===== src/rtl/ebi_bus_controller.sv =====
// rtl/ebi_bus_controller.sv - EBI host strobe sequencer driving a single-cycle register bus
//
// Ports:
//   clk, reset            system clock, asynchronous active-low reset
//   ebi_cs/wr/rd          asynchronous host strobes (synchronised internally)
//   ebi_addr, ebi_data_in host address / write data, stable around the strobes
//   ebi_data_out, _oe     read data returned to the host and its pad enable
//   reg_addr, reg_wdata   backend address / write data
//   reg_we, reg_re        one-cycle backend write / read request pulses
//   reg_rdata, reg_rvalid backend read response
//   busy                  high whenever a transaction is in progress
module ebi_bus_controller #(
    parameter int                    ADDR_WIDTH  = 21,
    parameter int                    DATA_WIDTH  = 16,
    parameter int                    TIMEOUT     = 15,
    parameter logic [ADDR_WIDTH-1:0] STATUS_ADDR = 21'h1FFFFF
) (
    input  logic                  clk,
    input  logic                  reset,
    input  logic                  ebi_cs,
    input  logic                  ebi_wr,
    input  logic                  ebi_rd,
    input  logic [ADDR_WIDTH-1:0] ebi_addr,
    input  logic [DATA_WIDTH-1:0] ebi_data_in,
    output logic [DATA_WIDTH-1:0] ebi_data_out,
    output logic                  ebi_data_oe,
    output logic [ADDR_WIDTH-1:0] reg_addr,
    output logic [DATA_WIDTH-1:0] reg_wdata,
    output logic                  reg_we,
    output logic                  reg_re,
    input  logic [DATA_WIDTH-1:0] reg_rdata,
    input  logic                  reg_rvalid,
    output logic                  busy
);

    typedef enum logic [2:0] {
        IDLE,
        WRITE,
        RD_REQ,
        RD_WAIT,
        RD_HOLD,
        DONE
    } state_t;

    localparam logic [7:0]            TIMEOUT_CNT = 8'(TIMEOUT);
    localparam logic [DATA_WIDTH-1:0] DEAD_WORD   = DATA_WIDTH'(16'hDEAD);

    // Two-flop synchronisers plus a "previous" flop on the qualified levels
    logic cs_meta, cs_s;
    logic wr_meta, wr_s;
    logic rd_meta, rd_s;
    logic wr_prev, rd_prev;
    logic wr_lvl, rd_lvl;
    logic wr_go, rd_go;

    assign wr_lvl = cs_s & wr_s;
    assign rd_lvl = cs_s & rd_s;
    assign wr_go  = wr_lvl & ~wr_prev;
    assign rd_go  = rd_lvl & ~rd_prev;

    always_ff @(posedge clk or negedge reset) begin
        if (!reset) begin
            cs_meta <= 1'b0;
            cs_s    <= 1'b0;
            wr_meta <= 1'b0;
            wr_s    <= 1'b0;
            rd_meta <= 1'b0;
            rd_s    <= 1'b0;
            wr_prev <= 1'b0;
            rd_prev <= 1'b0;
        end else begin
            cs_meta <= ebi_cs;
            cs_s    <= cs_meta;
            wr_meta <= ebi_wr;
            wr_s    <= wr_meta;
            rd_meta <= ebi_rd;
            rd_s    <= rd_meta;
            wr_prev <= wr_lvl;
            rd_prev <= rd_lvl;
        end
    end

    state_t                  state, state_d;
    logic [ADDR_WIDTH-1:0]   addr_d;
    logic [DATA_WIDTH-1:0]   wdata_d;
    logic [DATA_WIDTH-1:0]   dout_d;
    logic                    we_d, re_d;
    logic [7:0]              wait_cnt, wait_d;
    logic [7:0]              timeout_cnt, tcnt_d;
    logic [DATA_WIDTH-1:0]   status_word;

    assign status_word = {{(DATA_WIDTH-8){1'b0}}, timeout_cnt};

    always_comb begin
        state_d = state;
        addr_d  = reg_addr;
        wdata_d = reg_wdata;
        dout_d  = ebi_data_out;
        we_d    = 1'b0;
        re_d    = 1'b0;
        wait_d  = wait_cnt;
        tcnt_d  = timeout_cnt;
        case (state)
            IDLE: begin
                // A simultaneous write and read edge performs the write only
                if (wr_go) begin
                    addr_d  = ebi_addr;
                    wdata_d = ebi_data_in;
                    if (ebi_addr == STATUS_ADDR) begin
                        tcnt_d  = 8'h00;
                        state_d = DONE;
                    end else begin
                        state_d = WRITE;
                    end
                end else if (rd_go) begin
                    addr_d = ebi_addr;
                    if (ebi_addr == STATUS_ADDR) begin
                        dout_d  = status_word;
                        state_d = RD_HOLD;
                    end else begin
                        state_d = RD_REQ;
                    end
                end
            end
            WRITE: begin
                we_d    = 1'b1;
                state_d = DONE;
            end
            RD_REQ: begin
                re_d    = 1'b1;
                wait_d  = 8'h00;
                state_d = RD_WAIT;
            end
            RD_WAIT: begin
                wait_d = wait_cnt + 8'h01;
                // Response data takes priority over a timeout in the same cycle
                if (reg_rvalid) begin
                    dout_d  = reg_rdata;
                    state_d = RD_HOLD;
                end else if (wait_cnt == TIMEOUT_CNT) begin
                    dout_d = DEAD_WORD;
                    if (timeout_cnt != 8'hFF) begin
                        tcnt_d = timeout_cnt + 8'h01;
                    end
                    state_d = RD_HOLD;
                end
            end
            RD_HOLD: begin
                if (!rd_lvl) begin
                    state_d = IDLE;
                end
            end
            DONE: begin
                // Hold here until the host lets go so a held strobe cannot retrigger
                if (!cs_s && !wr_s) begin
                    state_d = IDLE;
                end
            end
            default: state_d = IDLE;
        endcase
    end

    always_ff @(posedge clk or negedge reset) begin
        if (!reset) begin
            state        <= IDLE;
            reg_addr     <= '0;
            reg_wdata    <= '0;
            reg_we       <= 1'b0;
            reg_re       <= 1'b0;
            ebi_data_out <= '0;
            wait_cnt     <= 8'h00;
            timeout_cnt  <= 8'h00;
        end else begin
            state        <= state_d;
            reg_addr     <= addr_d;
            reg_wdata    <= wdata_d;
            reg_we       <= we_d;
            reg_re       <= re_d;
            ebi_data_out <= dout_d;
            wait_cnt     <= wait_d;
            timeout_cnt  <= tcnt_d;
        end
    end

    assign ebi_data_oe = (state == RD_HOLD) & rd_lvl;
    assign busy        = (state != IDLE);

endmodule


===== config.mk =====
export PLATFORM = sky130hd
export DESIGN_NAME = ebi_bus_controller
export DESIGN_NICKNAME = d
export VERILOG_FILES = /design/src/rtl/ebi_bus_controller.sv
export SDC_FILE = /design/constraint.sdc
export NUM_CORES = 1
export LEC_CHECK = 0
export BUFFER_PORTS_ARGS = -buffer_cell sky130_fd_sc_hd__buf_4
export CAP_MARGIN = 20
export CORE_UTILIZATION = 46
export CTS_BUF_LIST = sky130_fd_sc_hd__clkbuf_16
export CTS_CLUSTER_DIAMETER = 60
export DETAILED_ROUTE_END_ITERATION = 6
export HOLD_SLACK_MARGIN = 0.12
export PLACE_DENSITY = 0.74
export SLEW_MARGIN = 20
export SYNTH_ARGS = -nofsm -noshare
export SYNTH_HDL_FRONTEND = slang
export SYNTH_SLANG_ARGS = --single-unit

===== constraint.sdc =====
create_clock -name clk -period 2.08 [get_ports clk]
set_input_delay 0.208 -clock clk [delete_from_list [all_inputs] [get_ports clk]]
set_output_delay 0.208 -clock clk [all_outputs]
set_load 0.01 [all_outputs]

* Word-level counts from Yosys, hierarchy flattened
Index checks and enable logic that the tools add are counted.
** Storage, ports and cells
- Output and inout bits :: 57
- Bits in registers :: 82
- Bits of input ports :: 59
- Word-level logic and storage cells :: 83
** Operators by class
- Equal/unequal tests :: 19
- Reductions and logical operators :: 13
- Multiplexer cells :: 26
- Bitwise logic cells :: 7
- Add/sub/neg operators :: 2
** Operator list (count)
- 16-bit two-way mux :: 5
- 21-bit two-way mux :: 2
- 8-bit two-way mux :: 5
- 16-bit one-hot mux with 2 select lines :: 1
- 8-bit one-hot mux with 2 select lines :: 2
- 3-bit two-way mux :: 8
- 21-bit == test, second input constant :: 1
- 2-bit != test, second input constant :: 9
- 3-bit one-hot mux with 6 select lines :: 1
- 8-bit by 1-bit adder with 8-bit output, second input constant :: 2
- 8-bit by 4-bit == test with 1-bit output, second input constant :: 1
- 8-bit != test, second input constant :: 1
- 3-bit by 2-bit == test with 1-bit output, second input constant :: 2
- 3-bit == test, second input constant :: 2
- 3-bit != test, second input constant :: 2
- 6-bit AND reduction :: 1
- 2-bit nonzero test :: 3
- 1-bit AND :: 5
- 5-bit AND reduction :: 1
- 2-bit AND reduction :: 2
- 4-bit AND reduction :: 1
- 3-bit by 1-bit == test with 1-bit output, second input constant :: 1
- 3-bit logical NOT :: 1
- 3-bit nonzero test :: 1
- 4 further kinds :: 7

* Logic depth before layout (Yosys ltp)
- Depth after elaboration :: 5
- Depth in mapped cells :: 7
- Mapped depth without buffers :: 6

* Least setup slack after synthesis
OpenSTA, ideal clock, no wires.
- Path kind :: flip-flop to flip-flop
- Start :: register wait_cnt[4]
- End :: register ebi_data_out[0]
- Period minus slack after synthesis :: 2.182 ns
- Arrival time :: 2.058 ns
- Library setup time :: 0.125 ns
- Stages on the path, launching flop included :: 5
- Setup slack :: -0.102 ns
- Data required time :: 1.955 ns
- Path buffers :: 0
- Cells stage by stage :: dfrtp_1 > or4_4 > o21a_4 > a2111oi_4 > mux2_2
** Between the ends
- Word-level cells in the longest chain between the ends :: 3
** Ends and longest elaborated chain
- start, declared :: RTL line 88 : logic [7:0] wait_cnt, wait_d;
- start signal, assigned :: RTL line 180 : wait_cnt <= wait_d;
- 8-bit by 4-bit == test with 1-bit output :: RTL line 140 : end else if (wait_cnt == TIMEOUT_CNT) begin
- 3-bit != test (no line)
- 5-bit AND reduction (no line)
- end signal, assigned :: RTL line 179 : ebi_data_out <= dout_d;
- end, declared :: RTL line 25 : output logic [DATA_WIDTH-1:0] ebi_data_out,
Every way passes these cells.
A chain may end at the register's enable or synchronous reset.

* Worst setup path in the final report
- Start :: register wait_cnt[7]
- End :: register timeout_cnt[2]
** Between the ends
- Word-level cells in the longest chain between the ends :: 3
** Ends and longest elaborated chain
- 8-bit by 4-bit == test with 1-bit output :: RTL line 140
- 2-bit != test (no line)
- 6-bit AND reduction (no line)
- end signal, assigned :: RTL line 181 : timeout_cnt <= tcnt_d;
- end, declared :: RTL line 89 : logic [7:0] timeout_cnt, tcnt_d;
Every way passes these cells.

==> impl_summary.txt <==
----------------------------------------------------
[Status]
  Status ... completed

[GRT]
  Maximum number of pins on one net before global-route repair ... 51
  Busiest metal layer after global routing ... met2
  Aggregate global-route resource usage ... 23.18%
  Met3 Use GR ... approximately 5.8%
  Number of antenna violations at the first check in global routing ... 0
  Vias in the first global route ... roughly 3,200
  Wire length of the first global-routing pass ... 14,970 µm
  Routing usage on met2 ... 40.46%
  Routing usage on met1 ... 27.59%
  Total gr overflow ... 0

[Clocking]
  Sinks on Clock Net ... 82
  TritonCTS clock tree ... done
  Clock latency on the worst-skew pair ... 0.34 ns
  H-tree level count ... 3
  Number of buffers between clock root and the deepest sink ... 2
  Clock root cell ... sky130_fd_sc_hd__clkbuf_16
  Number of buffers added by the clock tree synthesis step ... 9
  Clock-pin slew reported for the worst setup and hold paths after clock tree synthesis ... roughly 0.060 ns

[Die]
  IO Count ... 116
  Number of cell rows ... 31
  Core footprint ... 7370 µm²
  Chip Width ... roughly 90 µm
  Starting Density ... 48.39%
  Total die area ... a little over 8000 µm²
  Vert. Die Dim ... 90.05 µm

[Yosys]
  Top cells by area, synth ... sky130_fd_sc_hd__dfrtp_1, sky130_fd_sc_hd__mux2_2, sky130_fd_sc_hd__a22o_1
  Synthesized area per cell ... 12.25 µm²
  Unique cell type count in the Yosys netlist ... 46
  Count of flip-flops with a built-in enable after synthesis ... 0
  Net count after synthesis ... around 350
  Total number of yosys warnings ... 0
  Most repeated cell in the gate-level netlist after synthesis ... sky130_fd_sc_hd__dfrtp_1
  Share of the synthesized area in the top cell type ... 57.54%
  Primary flip-flop cell chosen by synthesis mapping ... sky130_fd_sc_hd__dfrtp_1
  Register bit total from synthesis ... between 80 and 90
  Gate count of the mapped netlist ... between 200 and 300
  Share of synthesized flip-flops with an asynchronous set or reset ... 100.0%
  Portion of the post-synthesis area used by sequential elements ... 57.54%
  Synthesized area ... 3566 µm²
  Biggest area consumer among synthesized cells ... sky130_fd_sc_hd__dfrtp_1
  Most common library cells after synthesis ... sky130_fd_sc_hd__dfrtp_1, sky130_fd_sc_hd__mux2_2, sky130_fd_sc_hd__nand2_1, sky130_fd_sc_hd__nor2_1, sky130_fd_sc_hd__o21ai_0

[Critical path]
  R2R Path Start ... wait_cnt[7]
  Capturing element of the worst setup path ... timeout_cnt[2]
  Crit path DAT ... 2.25 ns
  Worst path slowest cell ... sky130_fd_sc_hd__or4_4
  Crit-path leading delay family ... compound AO/OA/AOI/OAI gates
  Destination of the worst register-to-register timing path ... timeout_cnt[2]
  WP buf/inv ... 1
  Startpoint types ... flop
  Count of cell instances traversed by the critical path ... 6
  Max FO, Critical Path ... 4
  WS Path Type ... reg2reg
  Slack of the worst reg-to-reg path ... 0.06 ns
  Type of element capturing the critical path ... flop
  Maximum single-stage delay on the critical path ... 0.55 ns
  CP Launch Point ... wait_cnt[7]
  Most frequent cell on the critical path ... sky130_fd_sc_hd__a211o_1
  Data required time of the worst path ... 2.31 ns
  Logic depth of the worst register-to-register path ... 6
  Ordered list of cells on the worst path ... or4_4 -> buf_4 -> nor3_4 -> o21ai_2 -> a211o_1 -> a211o_1

[Route]
  Antenna violation net count after detailed routing ... 0
  Routed wire per std cell ... roughly 16 µm
  DR pass1 iterations ... 4
  Residual DRC ... 0
  Routed via count ... 3,006
  Total detailed-routing wirelength ... between 8000 and 9000 µm
  Drt initial violations ... 142
  Number of vias per cell ... between 5 and 6

[Pwr]
  Total power consumption of the routed design ... 6.721 mW
  Largest voltage drop on the vdd net ... 0.0008411 V
  Cell Pwr Density ... roughly 1200 nW/µm²
  Leakage power total ... ~2.6 nW

[Cells and area]
  Layout cells sized above 1 ... between 40 and 50%
  Final Non-Filler Cells ... 574
  Diodes inserted ... 0
  Final-stage net count ... 531
  Area added between synthesis and finish ... 53.51%
  Fill cell instance count of the final layout ... 507

[STA]
  Final period util ... a little over nine tenths
  Worst slew margin relative to its limit ... 58.60%
  Hold violation count in the final report ... 0
  Unrepaired setup endpoints after global routing ... yes
  Final Max Tran Viols ... 0
  Clock Skew ... between 0.008 and 0.009 ns
  Total setup violations reported at the end of the flow ... 0
  Highest clock rate ... 494.4 MHz
  Slew at the pin with the worst max-slew slack ... 0.6210 ns
  Final critical delay including setup and external delays ... 2.022 ns

[Flow run]
  Max_cap viols ... 0

[Placed design]
  Sum of net half-perimeters after detailed placement ... 5830 µm
  Port buffer count ... ~120
  Number of instances in the placed design ... 516
  Global placer's final weighted congestion ... 0.8235

[Min path]
  Worst min-delay path class ... in2reg

----------------------------------------------------
==> power breakdown <==
part | internal [mW] | switching [mW]
logic | 1.44 | 1.10
registers | 2.16 | 0.339
clock network | 1.05 | 0.631
total | 4.65 | 2.07
==> kinds of logic after synthesis <==
kind of cell | share of synthesized area, %
and+or+nand+nor | 12.11
AOI/OAI and AO/OA | 11.79
DFF | 57.54
buffers and inverters | 2.210
muxes | 15.65
adders and majority gates | 0.7016
==> worst min-delay path by stage <==
stage	start	endpoint	slack [ns]	cells after the start
after floorplan	reset	cs_meta	-0.09	0
after global placement	reset	wait_cnt[3]	0.27	1
after detailed placement	reset	ebi_data_out[12]	0.27	1
after CTS	reg_rdata[8]	ebi_data_out[8]	0.12	2
after global routing	ebi_addr[12]	reg_addr[12]	0.12	2
final	reg_rdata[8]	ebi_data_out[8]	0.13	2
==> worst register-to-register path: stages (launching register included) <==
cell,delay (ns)
sky130_fd_sc_hd__dfrtp_1,0.39
sky130_fd_sc_hd__or4_4,0.55
sky130_fd_sc_hd__buf_4,0.17
sky130_fd_sc_hd__nor3_4,0.13
sky130_fd_sc_hd__o21ai_2,0.09
sky130_fd_sc_hd__a211o_1,0.33
sky130_fd_sc_hd__a211o_1,0.27
==> state kept, by name, summed over array words and instances (netlist names) <==
register	cells
wr_prev	1
wait_cnt	8
rd_meta	1
wr_s	1
cs_meta	1
ebi_data_out	16
rd_prev	1
state	3
wr_meta	1
reg_addr	21
reg_re	1
cs_s	1
reg_we	1
timeout_cnt	8
rd_s	1
reg_wdata	16
==> cell type report <==
cell class	instances	area (µm²)	share of cell area (%)
flip-flops and latches	82	2052	37.49
multi-input cells	189	1486	27.15
repair buffers	179	1458	26.63
clock buffers	9	225.2	4.114
well taps	99	123.9	2.263
clock inverters	7	95.09	1.737
inverters	9	33.78	0.6171
==> through the flow <==
step           setup TNS [ns]  setup slack, ns  util [%]  hold WS, ns  area (µm²)
2_1_floorplan         -0.6517         -0.09032         -     -0.08759        3570
3_3_place_gp         -0.02585        -0.005343     63.68       0.2658        4693
3_5_place_dp          -0.1122         -0.02533     63.68       0.2729        4693
4_1_cts                     0         0.001592     73.38       0.1224        5408
5_1_grt              -0.01047         -0.01047     74.28       0.1200        5474
6_report                    0          0.05750     74.28       0.1282        5474
==> repair_timing <==
item / in CTS / in global routing
hold buffers: 39 / 0
setup buffers: 0 / 3
endpoints found under the hold margin: 85 / 0
setup endpoints to repair: 9 / 22
pin swaps: 2 / 6
gates resized for setup: 2 / 8
==> routing by layer <==
layer  wire, µm  vias to the layer above  part of all wire [%]
met5          0                        -                     0
met4        121                        0                   1.4
met3        603                       11                   6.8
met2       4622                      113                    52
met1       3567                     1458                    40
li1           -                     1424                     -
==> cell usage in the layout (no fill, tap or decap), types with 2 or more instances in the layout <==
cell type	n
sky130_fd_sc_hd__nor2_1	16
sky130_fd_sc_hd__dlygate4sd3_1	39
sky130_fd_sc_hd__inv_1	9
sky130_fd_sc_hd__mux2i_1	4
sky130_fd_sc_hd__a211o_1	3
sky130_fd_sc_hd__nor3_4	3
sky130_fd_sc_hd__o22a_1	2
sky130_fd_sc_hd__nor4_1	2
sky130_fd_sc_hd__ha_1	2
sky130_fd_sc_hd__nor3_1	2
sky130_fd_sc_hd__o21ai_0	13
sky130_fd_sc_hd__dfrtp_1	82
sky130_fd_sc_hd__bufinv_16	2
sky130_fd_sc_hd__nand4_1	5
sky130_fd_sc_hd__nand2_1	19
sky130_fd_sc_hd__mux2_2	44
sky130_fd_sc_hd__clkinv_4	3
sky130_fd_sc_hd__and3_1	4
sky130_fd_sc_hd__a32o_1	2
sky130_fd_sc_hd__nor2_2	2
sky130_fd_sc_hd__nand3_1	6
sky130_fd_sc_hd__a21oi_1	5
sky130_fd_sc_hd__clkbuf_16	9
sky130_fd_sc_hd__nor4b_1	2
sky130_fd_sc_hd__a22o_1	10
sky130_fd_sc_hd__a31oi_1	8
sky130_fd_sc_hd__nand2b_1	7
sky130_fd_sc_hd__buf_4	138
sky130_fd_sc_hd__nand3b_1	4
(Power assumes the default switching activity.)
